`src/rtl/ratio_scale_pkg.sv`:
```
// Shared widths, latency helper and per-stage payload type for the ratio scaler pipeline.
package ratio_scale_pkg;

  localparam int unsigned RS_DATA_WIDTH = 8;
  localparam int unsigned RS_K_WIDTH    = 8;
  localparam int unsigned RS_DVD_WIDTH  = RS_DATA_WIDTH + RS_K_WIDTH;

  function automatic int unsigned lat_of(input int unsigned dw);
    return dw + 2;
  endfunction

  localparam int unsigned RS_LAT = lat_of(RS_DATA_WIDTH);

  function automatic logic [31:0] sat_all_ones(input int unsigned width);
    return (width >= 32) ? '1 : ((32'd1 << width) - 32'd1);
  endfunction

  // quo doubles as the not-yet-consumed low dividend bits; quotient bits shift in at the LSB.
  typedef struct packed {
    logic [RS_K_WIDTH-1:0]    rem;
    logic [RS_DATA_WIDTH-1:0] quo;
    logic [RS_K_WIDTH-1:0]    den;
    logic [RS_DATA_WIDTH-1:0] din;
    logic                     bypass;
    logic                     ov;
  } div_payload_t;

endpackage

```
`src/rtl/ratio_div_stage.sv`:
```
// One registered restoring-division step: shift in the next dividend bit, trial-subtract den,
// emit one quotient bit.
module ratio_div_stage
  import ratio_scale_pkg::*;
(
  input  logic         clk,
  input  div_payload_t pin,
  output div_payload_t pout
);

  localparam int unsigned DW = RS_DATA_WIDTH;
  localparam int unsigned KW = RS_K_WIDTH;

  logic [KW:0]  shifted;
  logic [KW:0]  diff;
  logic         ge;
  logic         unused_diff_msb;
  div_payload_t nxt;

  always_comb begin
    shifted  = {pin.rem, pin.quo[DW-1]};
    diff     = shifted - {1'b0, pin.den};
    ge       = (shifted >= {1'b0, pin.den});
    nxt      = pin;
    // When the dividend is in range the remainder stays below den, so KW bits suffice.
    nxt.rem  = ge ? diff[KW-1:0] : shifted[KW-1:0];
    nxt.quo  = {pin.quo[DW-2:0], ge};
  end

  assign unused_diff_msb = diff[KW];

  always_ff @(posedge clk) begin
    pout <= nxt;
  end

endmodule

```
`src/rtl/ratio_scale_pipe.sv`:
```
// Streaming per-channel q = sat(din*num/den), one pixel per clock, fixed latency DATA_WIDTH+2.
// Define RATIO_SCALE_ROUND_EN for round-half-up; otherwise the quotient is truncated.
module ratio_scale_pipe
  import ratio_scale_pkg::*;
#(
  parameter int unsigned DATA_WIDTH = RS_DATA_WIDTH,
  parameter int unsigned K_WIDTH    = RS_K_WIDTH,
  parameter int unsigned CHANNELS   = 3,
  parameter int unsigned USER_WIDTH = 2
) (
  input  logic                           clk,
  input  logic                           reset,
  input  logic                           in_valid,
  input  logic                           in_sof,
  input  logic                           in_bypass,
  input  logic [USER_WIDTH-1:0]          in_user,
  input  logic [CHANNELS*DATA_WIDTH-1:0] din,
  input  logic [CHANNELS*K_WIDTH-1:0]    cfg_num,
  input  logic [CHANNELS*K_WIDTH-1:0]    cfg_den,
  output logic                           out_valid,
  output logic [USER_WIDTH-1:0]          out_user,
  output logic [CHANNELS*DATA_WIDTH-1:0] q
);

  localparam int unsigned DW  = DATA_WIDTH;
  localparam int unsigned KW  = K_WIDTH;
  localparam int unsigned DVW = DW + KW;
  localparam int unsigned LAT = lat_of(DW);
  localparam logic [DW-1:0] ALL_ONES = DW'(sat_all_ones(DW));

  logic                   sof_take;
  logic [CHANNELS*KW-1:0] num_q, den_q;
  logic [CHANNELS*KW-1:0] num_use, den_use;

  // An SOF pixel already uses the coefficients presented with it.
  assign sof_take = in_valid & in_sof;
  assign num_use  = sof_take ? cfg_num : num_q;
  assign den_use  = sof_take ? cfg_den : den_q;

  always_ff @(posedge clk) begin
    if (reset) begin
      num_q <= {CHANNELS{KW'(1)}};
      den_q <= {CHANNELS{KW'(1)}};
    end else if (sof_take) begin
      num_q <= cfg_num;
      den_q <= cfg_den;
    end
  end

  logic [LAT-1:0]        valid_q;
  logic [USER_WIDTH-1:0] user_q [LAT];

  always_ff @(posedge clk) begin
    if (reset) begin
      valid_q <= '0;
      for (int i = 0; i < LAT; i++) user_q[i] <= '0;
    end else begin
      valid_q   <= {valid_q[LAT-2:0], in_valid};
      user_q[0] <= in_user;
      for (int i = 1; i < LAT; i++) user_q[i] <= user_q[i-1];
    end
  end

  assign out_valid = valid_q[LAT-1];
  assign out_user  = user_q[LAT-1];

  for (genvar c = 0; c < CHANNELS; c++) begin : g_ch
    logic [DW-1:0]  din_c;
    logic [KW-1:0]  num_c, den_c;
    logic [DVW-1:0] prod, dvd;
    div_payload_t   s0_d, s0_q;
    div_payload_t   stg [DW];
    logic [DW-1:0]  q_q;
    logic           unused_tail;

    assign din_c = din[c*DW +: DW];
    assign num_c = num_use[c*KW +: KW];
    assign den_c = den_use[c*KW +: KW];

    always_comb begin
      prod = DVW'(din_c) * DVW'(num_c);
`ifdef RATIO_SCALE_ROUND_EN
      dvd  = prod + DVW'(den_c >> 1);
`else
      dvd  = prod;
`endif
      s0_d.rem    = dvd[DVW-1:DW];
      s0_d.quo    = dvd[DW-1:0];
      s0_d.den    = den_c;
      s0_d.din    = din_c;
      s0_d.bypass = in_bypass;
      // A quotient that would not fit in DW bits, or a zero divisor, forces saturation.
      s0_d.ov     = (den_c == '0) || (dvd >= {den_c, {DW{1'b0}}});
    end

    always_ff @(posedge clk) begin
      s0_q <= s0_d;
    end

    for (genvar k = 0; k < DW; k++) begin : g_stage
      if (k == 0) begin : g_first
        ratio_div_stage u_stage (
          .clk  (clk),
          .pin  (s0_q),
          .pout (stg[0])
        );
      end else begin : g_next
        ratio_div_stage u_stage (
          .clk  (clk),
          .pin  (stg[k-1]),
          .pout (stg[k])
        );
      end
    end

    always_ff @(posedge clk) begin
      if (reset) begin
        q_q <= '0;
      end else if (valid_q[LAT-2]) begin
        q_q <= stg[DW-1].bypass ? stg[DW-1].din :
               (stg[DW-1].ov ? ALL_ONES : stg[DW-1].quo);
      end
    end

    assign q[c*DW +: DW] = q_q;
    assign unused_tail   = ^{stg[DW-1].rem, stg[DW-1].den};
  end

endmodule

```
`config.mk`:
```
export PLATFORM = sky130hd
export DESIGN_NAME = ratio_scale_pipe
export DESIGN_NICKNAME = d
export VERILOG_FILES = /design/src/rtl/ratio_scale_pkg.sv /design/src/rtl/ratio_div_stage.sv /design/src/rtl/ratio_scale_pipe.sv
export SDC_FILE = /design/constraint.sdc
export NUM_CORES = 2
export LEC_CHECK = 0
export BUFFER_PORTS_ARGS = -buffer_cell sky130_fd_sc_hd__buf_2
export CORE_ASPECT_RATIO = 0.9
export CORE_UTILIZATION = 50
export DETAILED_ROUTE_END_ITERATION = 16
export GPL_TIMING_DRIVEN = 0
export HOLD_SLACK_MARGIN = 0.06
export PLACE_DENSITY = 0.71
export SETUP_SLACK_MARGIN = 0.4
export SLEW_MARGIN = 20
export SYNTH_ARGS = -nofsm -noshare
export SYNTH_HDL_FRONTEND = slang
export SYNTH_SLANG_ARGS = --single-unit
```
`constraint.sdc`:
```
create_clock -name clk -period 10.9 [get_ports clk]
set_clock_uncertainty 0.1 [all_clocks]
set_input_delay 1.09 -clock clk [delete_from_list [all_inputs] [get_ports clk]]
set_output_delay 1.09 -clock clk [all_outputs]
set_load 0.1 [all_outputs]
```
==> results_dict.tcl <==
set metrics [dict create \
    status "finished, final reports clean" \
    numPortBuffers 104 \
    path_delay_family "adder cells" \
    rsz0062_at_grt "no" \
    hold_path.class "register to register" \
    die_h_um 266 \
    syn-cell-area_mm2 0.0386 \
    crit_end "g_ch[1].s0_q[0]$_DFF_P_" \
    finalSetupTns_ns 0 \
    final_core_util 0.572 \
    p_seq_frac 0.374 \
    numCtsBuffers 91 \
    p_sw_frac 0.318 \
    grt_pass1_vias 24000 \
    synthCells 3464 \
    clk_pin_slew_ns 0.06 \
    synth.distinct_cells 65 \
    place.gp.congestion 0.837 \
    grt-ovfl-total 0 \
    p_switching_w 0.00396 \
    cts_resized 0 \
    crit_required_ns 11.30 \
    tritoncts "yes" \
    antenna_found_initial 6 \
    synth.most_common_cell "dfxtp_1" \
    cap_viol_max_count 0 \
    p_comb_frac 0.362 \
    crit_path_start_kind "primary input" \
    synth.yosys.seq_area_share 0.495 \
    cp.depth 23 \
    num_rows 96 \
    drt-initial-drc-count 899 \
    arrival_ns 8.48 \
    worst_pin_slew_ns 0.941 \
    cts_buffer_depth 3 \
    vias 23800 \
    timing_worst_setup_path_type "primary input to register" \
    syn2layout_area_growth_pct 13.0 \
    cp-startpoint "in_valid" \
    crit_top_cell "fa_1" \
    worstSetupEndpointType "register" \
    drtPass1Iterations 5 \
    ios 106 \
    powerDensity_mw_per_mm2 286 \
    synth-edff-count 0 \
    async_reset_ff_frac 0 \
    clk_latency_ns 0.65 \
    slew_violations 0 \
    cpPeakStageDelay_ns 0.75 \
    cp_max_fo 10 \
    clock_power_share 0.264 \
    htreeDepth 3 \
    hold_buffers 0 \
    reg2reg_from "num_q[14]$_SDFF_PP0_" \
    grt_max_degree 16 \
    clockRootBuffer "clkbuf_16" \
    cp_num_buf_inv 5 \
    nets 4193 \
    regArea_mm2 0.0191 \
    p_leak_nw 19.3 \
    hold_path_depth 0 \
    cts_setup_buffers 0 \
    synth_ff_type "dfxtp_1" \
    multi_input_area_mm2 0.0179 \
    yosysWarnings 0 \
    antenna_left 0 \
    die_width_um 295 \
    synth.avg_cell_area_um2 11.1 \
    finalCritPeriodShare 0.742 \
    route.detailed.drc 0 \
    grt_pass1_wl_um 117000 \
    synth_seq_cells 954 \
    initial_core_util 0.506 \
    irDropWorstVdd_mv 0.167 \
    drive_gt1_frac 0.113 \
    critical-path-slowest-cell "mux2i_1" \
    fillers 6356 \
    min_period_ns 8.08 \
    internal-power_w 0.00851 \
    setup_violations 0 \
    yosys.area.top_type_share 0.495 \
    wire_per_inst_um 14.8 \
    max_freq_ghz 0.124 \
    dp_hpwl_um 52900 \
    rr_endpoint "g_ch[1].s0_q[0]$_DFF_P_" \
    core_area_mm2 0.0763 \
    totalWireLength_um 70700 \
    r2r_slack_ns 4.02 \
    syn_nets 3996 \
    relSlewSlack 0.355 \
    via_per_inst 5.00 \
    cts.sinks 954 \
    synthTopCellsByArea "dfxtp_1 (49%), ha_1 (10%), fa_1 (6.7%), nor2b_1 (4.1%), inv_1 (4.0%)" \
    synth_top_area_cell "dfxtp_1" \
    reg2reg_depth 20 \
    cp_cell_sequence "buf_2 -> nand2_4 -> buf_2 -> mux2i_1 -> nand2b_1 -> fa_1 -> fa_1 -> inv_1 -> fa_1 -> inv_1 -> fa_1 -> inv_1 -> ha_1 -> and2_1 -> a221oi_1 -> o21ai_0 -> a21oi_1 -> xnor2_1 -> ha_1 -> nand2_1 -> or4_1 -> or4b_1 -> o311ai_1" \
    grtUsageTotal 0.183 \
    synth_common_cells "dfxtp_1 (954), inv_1 (410), ha_1 (324)" \
    dieArea_mm2 0.0783 \
    hold_viol 0 \
]
-- stage by stage --
step | total power [W] | worst slack [ns] | cell area [µm²] | hold slack (ns) | std cells
6_report | 0.0125 | 2.82 | 43700 | 0.213 | 4766
5_1_grt | 0.0134 | 2.38 | 43700 | 0.217 | 4766
4_1_cts | 0.0126 | 2.79 | 43600 | 0.213 | 4761
3_5_place_dp | 0.00920 | 2.10 | 40400 | 0.212 | 4597
3_3_place_gp | 0.00910 | 2.18 | 40400 | 0.210 | 4597
2_1_floorplan | 0.00828 | 3.65 | 38600 | 0.210 | 3464
-- routing by layer --
layer / vias up / global-route usage / share of wire
met1: 11200 / 0.243 / 0.48
met2: 352 / 0.297 / 0.45
met3: 129 / 0.0323 / 0.038
met4: 0 / 0.0680 / 0.031
li1: 12100 / - / -
met5: - / 0 / 0
-- state kept, by name, summed over array words and instances (netlist names) --
register	cells
den_q	24
user_q	20
g_ch.q_q	24
g_ch.g_stage.g_next.u_stage.pout	652
valid_q	10
g_ch.g_stage.g_first.u_stage.pout	100
g_ch.s0_q	100
num_q	24
-- layout make-up --
class	instances	share of cell area
antenna	5	0.000287
clock inverter	47	0.0166
multi-input combinational	2072	0.409
inverter	410	0.0353
tap	1029	0.0295
sequential	954	0.438
clock buffer	117	0.0572
buffer	28	0.00252
timing repair buffer	104	0.0119
-- worst min path at each step --
stage	start	endpoint	slack, ns
global route	g_ch[1].g_stage[0].g_first.u_stage.pout[21]$_DFF_P_	g_ch[1].g_stage[1].g_next.u_stage.pout[22]$_DFF_P_	0.22
detailed placement	g_ch[0].g_stage[1].g_next.u_stage.pout[5]$_DFF_P_	g_ch[0].g_stage[2].g_next.u_stage.pout[5]$_DFF_P_	0.21
finish	g_ch[1].g_stage[0].g_first.u_stage.pout[21]$_DFF_P_	g_ch[1].g_stage[1].g_next.u_stage.pout[22]$_DFF_P_	0.21
CTS	g_ch[1].g_stage[4].g_next.u_stage.pout[19]$_DFF_P_	g_ch[1].g_stage[5].g_next.u_stage.pout[20]$_DFF_P_	0.21
global placement	g_ch[0].g_stage[0].g_first.u_stage.pout[24]$_DFF_P_	g_ch[0].g_stage[1].g_next.u_stage.pout[25]$_DFF_P_	0.21
floorplan	g_ch[0].s0_q[0]$_DFF_P_	g_ch[0].g_stage[0].g_first.u_stage.pout[0]$_DFF_P_	0.21
-- power by group through the flow --
stage               Sequential (W)  Combinational [W]  Clock (W)
detailed placement         0.00473            0.00446          0
global route               0.00473            0.00510    0.00352
finish                     0.00466            0.00452    0.00330
CTS                        0.00467            0.00453    0.00337
floorplan                  0.00461            0.00367          0
global placement           0.00472            0.00438          0
-- worst reg2reg max path, stage by stage (launching register included) --
cell	delay (ns)
dfxtp_1	0.30
mux2i_1	0.63
nand2b_1	0.22
fa_1	0.46
fa_1	0.54
inv_1	0.05
fa_1	0.54
inv_1	0.06
fa_1	0.54
inv_1	0.04
ha_1	0.33
and2_1	0.20
a221oi_1	0.33
o21ai_0	0.22
a21oi_1	0.22
xnor2_1	0.11
ha_1	0.34
nand2_1	0.06
or4_1	0.47
or4b_1	0.52
o311ai_1	0.43
-- placed cells by master, fill, tap and decap left out, types with 97 or more instances in the layout --
cell       n
dfxtp_1  954
buf_2    108
ha_1     324
fa_1     129
mux2_2   126
a21oi_1  197
inv_1    410
mux2i_1   97
nor2b_1  254
nor2_1   134
-- cell families (layout without fill, tap and decap cells) --
family	Yosys count	count (layout)	share of synthesized area
DFF	954	954	0.495
adders and majority gates	453	453	0.172
AOI/OAI and AO/OA	539	539	0.0932
buffers and inverters	438	706	0.0427
muxes	226	226	0.0636
other	0	5	0
and+or+nand+nor	766	766	0.114
xor gates and xnor gates	88	88	0.0200
Note: power is estimated with default switching activity, not from simulation.
